===== config.mk =====
export PLATFORM = sky130hd
export DESIGN_NAME = id_ex_pipe_reg
export DESIGN_NICKNAME = d
export VERILOG_FILES = /design/src/rtl/id_ex_pipe_reg.sv
export SDC_FILE = /design/constraint.sdc
export NUM_CORES = 1
export LEC_CHECK = 0
export ABC_AREA = 1
export CORE_UTILIZATION = 40
export CTS_CLUSTER_SIZE = 20
export DETAILED_ROUTE_END_ITERATION = 10
export PLACE_DENSITY = 0.75
export SYNTH_ARGS = -nofsm -noshare
export SYNTH_HDL_FRONTEND = slang
export SYNTH_SLANG_ARGS = --single-unit

===== constraint.sdc =====
create_clock -name clk -period 2.4 [get_ports clk]
set_input_delay 0.72 -clock clk [delete_from_list [all_inputs] [get_ports clk]]
set_output_delay 0.72 -clock clk [all_outputs]
set_load 0.01 [all_outputs]

===== src/rtl/id_ex_pipe_reg.sv =====
// id_ex_pipe_reg: ID/EX pipeline register with valid/ready stall, synchronous flush and a saturating stall counter.
// Optional ID_EX_SKID_EN adds a one-entry skid buffer so that the upstream ready is registered.
`default_nettype none

module id_ex_pipe_reg #(
  parameter int DATA_W  = 32,
  parameter int REG_W   = 5,
  parameter int ALUOP_W = 3,
  parameter int CNT_W   = 16,
  localparam int CTRL_W = ALUOP_W + 7
) (
  input  logic              clk,
  input  logic              res,
  input  logic              iFlush,
  input  logic              iValid,
  output logic              oReady,
  input  logic [CTRL_W-1:0] iCtrl,
  input  logic [DATA_W-1:0] iOperand1,
  input  logic [DATA_W-1:0] iOperand2,
  input  logic [DATA_W-1:0] iExtInst,
  input  logic [DATA_W-1:0] iNextInst,
  input  logic [REG_W-1:0]  iRegDest1,
  input  logic [REG_W-1:0]  iRegDest2,
  output logic              oValid,
  input  logic              iExReady,
  output logic [CTRL_W-1:0] oCtrl,
  output logic [DATA_W-1:0] oOperand1,
  output logic [DATA_W-1:0] oOperand2,
  output logic [DATA_W-1:0] oExtInst,
  output logic [DATA_W-1:0] oNextInst,
  output logic [REG_W-1:0]  oRegDest1,
  output logic [REG_W-1:0]  oRegDest2,
  output logic [CNT_W-1:0]  oStallCnt
);

  localparam int PAY_W = CTRL_W + 4 * DATA_W + 2 * REG_W;

  logic              main_valid;
  logic [PAY_W-1:0]  main_pay;
  logic [PAY_W-1:0]  in_pay;
  logic [CTRL_W-1:0] main_ctrl;
  logic [CNT_W-1:0]  stall_cnt;
  logic              in_fire;
  logic              out_fire;
  logic              main_free;

  assign in_pay = {iCtrl, iOperand1, iOperand2, iExtInst, iNextInst, iRegDest1, iRegDest2};
  assign {main_ctrl, oOperand1, oOperand2, oExtInst, oNextInst, oRegDest1, oRegDest2} = main_pay;

  // Downstream only ever sees a control bundle while the slot is valid; a bubble is all-zero control.
  assign oValid    = main_valid;
  assign oCtrl     = main_valid ? main_ctrl : '0;
  assign oStallCnt = stall_cnt;

  assign out_fire  = main_valid & iExReady;
  assign main_free = ~main_valid | out_fire;

`ifdef ID_EX_SKID_EN

  logic             skid_valid;
  logic [PAY_W-1:0] skid_pay;
  logic             ready_q;

  assign oReady  = ready_q;
  assign in_fire = iValid & ready_q;

  // ready_q tracks "skid will be empty after this edge"; it resets low so nothing is accepted during reset.
  always_ff @(posedge clk or negedge res) begin
    if (!res) begin
      main_valid <= 1'b0;
      main_pay   <= '0;
      skid_valid <= 1'b0;
      skid_pay   <= '0;
      ready_q    <= 1'b0;
    end else if (iFlush) begin
      main_valid <= 1'b0;
      skid_valid <= 1'b0;
      ready_q    <= 1'b1;
    end else if (main_free) begin
      if (skid_valid) begin
        main_pay   <= skid_pay;
        main_valid <= 1'b1;
        skid_valid <= 1'b0;
      end else begin
        main_valid <= in_fire;
        if (in_fire) begin
          main_pay <= in_pay;
        end
      end
      ready_q <= 1'b1;
    end else if (in_fire) begin
      skid_pay   <= in_pay;
      skid_valid <= 1'b1;
      ready_q    <= 1'b0;
    end else begin
      ready_q <= ~skid_valid;
    end
  end

`else

  assign oReady  = main_free;
  assign in_fire = iValid & main_free;

  always_ff @(posedge clk or negedge res) begin
    if (!res) begin
      main_valid <= 1'b0;
      main_pay   <= '0;
    end else if (iFlush) begin
      main_valid <= 1'b0;
    end else if (main_free) begin
      main_valid <= in_fire;
      if (in_fire) begin
        main_pay <= in_pay;
      end
    end
  end

`endif

  // Stall counter is a performance statistic: flush does not clear it, only reset does.
  always_ff @(posedge clk or negedge res) begin
    if (!res) begin
      stall_cnt <= '0;
    end else if (main_valid && !iExReady && !iFlush && (stall_cnt != {CNT_W{1'b1}})) begin
      stall_cnt <= stall_cnt + CNT_W'(1);
    end
  end

endmodule

`default_nettype wire


## Yosys cells after proc, flatten, opt, wreduce, memory -nomap -nowiden

Index checks and enable logic that the tools add are counted.

| word-level totals | value |
|---|---|
| bits in registers | 165 |
| input port bits | 153 |

| operators by class | value |
|---|---|
| $add $sub $neg | 1 |
| eq/ne operators | 1 |
| multiplexer cells | 3 |
| bitwise gates (word level) | 5 |
| reductions and logical operators | 7 |

Operators by type and width:

| kind | number |
|---|---|
| $add A16 B1 Y16 const B | 1 |
| $ne A16 B16 Y1 const B | 1 |
| $mux W10 | 1 |
| $logic_and A1 B1 Y1 | 3 |
| $reduce_and A3 Y1 | 1 |
| $and A1 B1 Y1 | 2 |
| $logic_not A1 Y1 | 2 |
| $mux W1 | 2 |
| $not A1 Y1 | 2 |
| $reduce_bool A2 Y1 | 1 |
| $or A1 B1 Y1 | 1 |

## Logic depth before layout (Yosys ltp)

| depth | value |
|---|---|
| depth in word-level cells | 5 |
| mapped depth | 9 |

## Worst setup path before layout

Ideal clock, no wire load.

| timing | value |
|---|---|
| kind | input to register |
| from | input iExReady |
| to | register main_pay[100] |
| data arrival time | 1597 ps |
| data required time | 2275 ps |
| slack | 678 ps |
| stages | 6 |
| cells stage by stage | inv_1 -> nand2_2 -> nand3_2 -> buf_6 -> buf_6 -> mux2_4 |

| between the ends | value |
|---|---|
| longest elaborated chain between the ends | 4 |

RTL lines:

| element | line | RTL |
|---|---|---|
| start: declaration | 25 | `input logic iExReady,` |
| $and A1 B1 Y1 (*) | 55 | `assign out_fire = main_valid & iExReady;` |
| $or A1 B1 Y1 (*) | 56 | `assign main_free = ~main_valid \| out_fire;` |
| named net oReady | 16 | `output logic oReady,` |
| $and A1 B1 Y1 | 103 | `assign in_fire = iValid & main_free;` |
| $reduce_and A3 Y1 (no source line) (*) | - |  |
| end signal: assignment | 114 | `main_pay <= in_pay;` |
| end: declaration | 39 | `logic [PAY_W-1:0] main_pay;` |

Mark *: on every way through the listed nets, which the timed path passes. The rest lies on a longest branch.
A chain may end at the register's enable or synchronous reset.

## Worst setup path in the final report

| timing | value |
|---|---|
| from | register main_valid (netlist: oValid) |
| to | output oCtrl[0] |

| between the ends | value |
|---|---|
| longest elaborated chain between the ends | 1 |

RTL lines:

| element | line | RTL |
|---|---|---|
| start: declaration | 38 | `logic main_valid;` |
| start signal: assignment | 112 | `main_valid <= in_fire;` |
| $mux W10 | 52 | `assign oCtrl = main_valid ? main_ctrl : '0;` |
| end: declaration | 26 | `output logic [CTRL_W-1:0] oCtrl,` |

Every way passes these cells.

==> run_results.csv <==
group,metric,value,unit
critical_path,timing_worst_setup_path_type,"flip-flop to output port",
logic_synthesis,async_flop_share,100,%
global_route,grt_pass1_vias,5080,
finish,area_growth,39.3,%
placement,dp_hpwl,13800,µm
power,p_seq_share,41.7,%
die,io_pins,319,
drt,vias,4923,
power,clock_power_share,30.2,%
sta,hold_viol,0,
cts,clk_pin_slew,70,ps
logic_synthesis,synthAdderAreaFrac,0.155,%
sta,worstMarginPinSlew,504,ps
logic_synthesis,synth-xor-area-share,0.650,%
logic_synthesis,synth.mux.area_fraction,25.2,%
sta,setup_viol,0,
power,intPower,6.25,mW
power,switching_power,2.30,mW
critical_path,worstSetupEndpoint,"oCtrl[0]",
finish,fin_nets,982,
drt,wl_per_cell,16.5,µm
critical_path,cp_cell_sequence,"buf_12 -> nand2_1 -> inv_1 -> clkdlybuf4s50_1",
placement,gp_congestion,0.760,
power,p_leak,5.12,nW
cts,cts.root.buffer_cell,"clkbuf_16",
sta,slew_viol_final,0,
cts,cts_tree,"yes",
critical_path,r2r_slack,760,ps
logic_synthesis,syn_area,8090,µm²
critical_path,critPathLaunchType,"flip-flop",
logic_synthesis,synth_compound_area_share,0.634,%
logic_synthesis,synth_top_family_by_area,"multiplexers",
global_route,antenna_found_initial,1,
critical_path,worstPathArrival,1580,ps
critical_path,crit_start,"oValid",
critical_path,timing.rr.end,"oStallCnt[9]",
placement,dp_worst_setup_slack,-166,ps
critical_path,crit_path_max_incr_delay,550,ps
critical_path,path_max_fanout,13,
critical_path,cp_slowest_cell,"clkdlybuf4s50_1",
drt,via_per_inst,4.46,
cts,numCtsBuffers,17,
die,die_width,144,µm
logic_synthesis,synth_top_area_share,51.0,%
logic_synthesis,yosysWarnings,0,
logic_synthesis,synth.net_count,777,
logic_synthesis,synth_cell_types,25,
placement,port_buffers,318,
power,switching_share,26.9,%
power,ir_worst_vdd,0.000442,V
sta,fmax,436,MHz
drt,drc,0,
global_route,grt_usage,17.5,%
sta,rsz0062_at_grt,"no",
drt,drt_iter0_drc,104,
die,die_h,144,µm
die,die-area,20800,µm²
sta,layout_setup_ws,104,ps
worst_hold_path,hp-class,"primary input to async pin",
logic_synthesis,synth.avg_cell_area,13.0,µm²
critical_path,r2r-start,"oStallCnt[0]",
logic_synthesis,synthSimpleGateAreaFrac,5.94,%
sta,max-slew-margin-rel,66.4,%
logic_synthesis,yosysTopAreaCell,"dfrtp_1",
logic_synthesis,ys_seq_area_share,51.0,%
die,initial_core_util,41.2,%
die,std_cell_rows,51,
logic_synthesis,synth-seq-cells,165,
critical_path,reg2regPathDepth,9,
finish,fillCellCount,1639,
cts,hold_buffers,0,
cts,cts_sinks,165,
cts,cts_max_level,4,
logic_synthesis,synthTopCellsByArea,"dfrtp_1 (51%), mux2_4 (19%), buf_4 (13%)",
sta,period_minus_slack,2300,ps
critical_path,crit_path_end_kind,"output port",
critical_path,worstPathRequired,1680,ps
die,core_area,19700,µm²
drt,drt-pass1-iter-count,4,
drt,drt-total-wl,18200,µm
outcome,status,"completed",
logic_synthesis,yosys-top-cells-count,"dfrtp_1 (165), buf_4 (138), mux2_4 (100)",
logic_synthesis,synth_edf_count,0,
logic_synthesis,syn_inst,623,
power,combPwrFrac,28.2,%
sta,post-route-period-util,95.7,%
drt,ant_nets,0,
power,power_density,759,nW/µm²
job,drv_cap,0,
global_route,grt_pass1_wl,27400,µm
finish,drive_gt1_share,25.8,%
cts,clk_path_buf_depth,2,
finish,final_core_util,57.3,%
logic_synthesis,ys.flop_type,"dfrtp_1",
cts,insertion_delay,420,ps
global_route,grt_max_degree,49,
finish,diodes,0,
logic_synthesis,yosysMostFrequentCell,"dfrtp_1",
sta,fin_skew,8.75,ps
global_route,grt.overflow.total,0,
[critical path: cells and delay by family (launching register included)]
kind | cells | cell delay, ps
flops | 1 | 370
simple gates | 1 | 50
buf+inv | 3 | 740
[cell type report]
class                   instances  area (µm²)  area share [%]
clock inverters                13         114            1.01
clock buffers                  18         439            3.90
flip-flops and latches        165        4130            36.7
repair buffers                343        3510            31.1
multi-input cells             275        2650            23.5
well taps                     265         332            2.94
inverters                      26        97.6           0.866
[power groups by stage]
stage | registers, mW | logic (mW) | clock network, mW
floorplan | 3.53 | 1.60 | 0
global placement | 3.60 | 2.38 | 0
detailed placement | 3.61 | 2.43 | 0
CTS | 3.57 | 2.44 | 2.66
global route | 3.63 | 2.57 | 2.79
finish | 3.56 | 2.41 | 2.58
[placed cells by master, fill, tap and decap left out, types with 3 or more instances in the layout]
cell type	n
nand2_2	3
xnor2_1	5
nand2_1	72
buf_4	14
clkinvlp_4	3
mux2_4	100
o21ai_0	4
nand4_1	5
mux2_2	48
dfrtp_1	164
buf_12	11
nor2_1	18
clkbuf_16	17
clkdlybuf4s50_1	316
inv_6	5
nand3_1	9
inv_1	25
o21ai_2	3
inv_8	3
[state kept, by name (all words and copies together) (netlist names)]
signal,flops
main_pay,148
oValid,1
oStallCnt,16
[cell families after synthesis]
family          count (synthesis)
simple gates                  112
fa+ha+maj                       1
mux                           148
flops                         165
buf+inv                       183
xor+xnor                        6
compound gates                  8
[metal layers]
layer | part of all wire (%) | wire length (µm) | up-vias | global-route usage (%)
met5 | 0 | 0 | - | 0
met4 | 1.0 | 184 | 0 | 5.04
met3 | 8.3 | 1500 | 12 | 5.73
met2 | 51 | 9220 | 187 | 30.5
met1 | 40 | 7280 | 2414 | 20.5
li1 | - | - | 2310 | -
[through the flow]
step	hold WS, ps	instances	setup TNS (ps)	power [mW]	instance area (µm²)
floorplan	424	623	0	5.13	8090
global placement	486	1073	-147	5.98	10700
detailed placement	491	1073	-166	6.04	10700
CTS	256	1105	0	8.67	11300
global route	267	1105	0	8.98	11300
finish	245	1105	0	8.55	11300
[what timing repair did]
action / CTS / global route
gates resized for setup: 2 / 0
buffers inserted: 1 / 0
endpoints found under the hold margin: 0 / 0
setup endpoints to repair: 12 / 0
[worst min path at each step]
stage / start / end / slack, ps / depth (start not counted)
2_1_floorplan: res / main_pay[0] / 420 / 0
3_3_place_gp: main_pay[14] / main_pay[14] / 490 / 1
3_5_place_dp: main_pay[89] / main_pay[89] / 490 / 1
4_1_cts: res / main_pay[26] / 260 / 1
5_1_grt: res / main_pay[26] / 270 / 1
6_report: res / main_pay[29] / 250 / 1
Power figures use the tool's default switching activity.
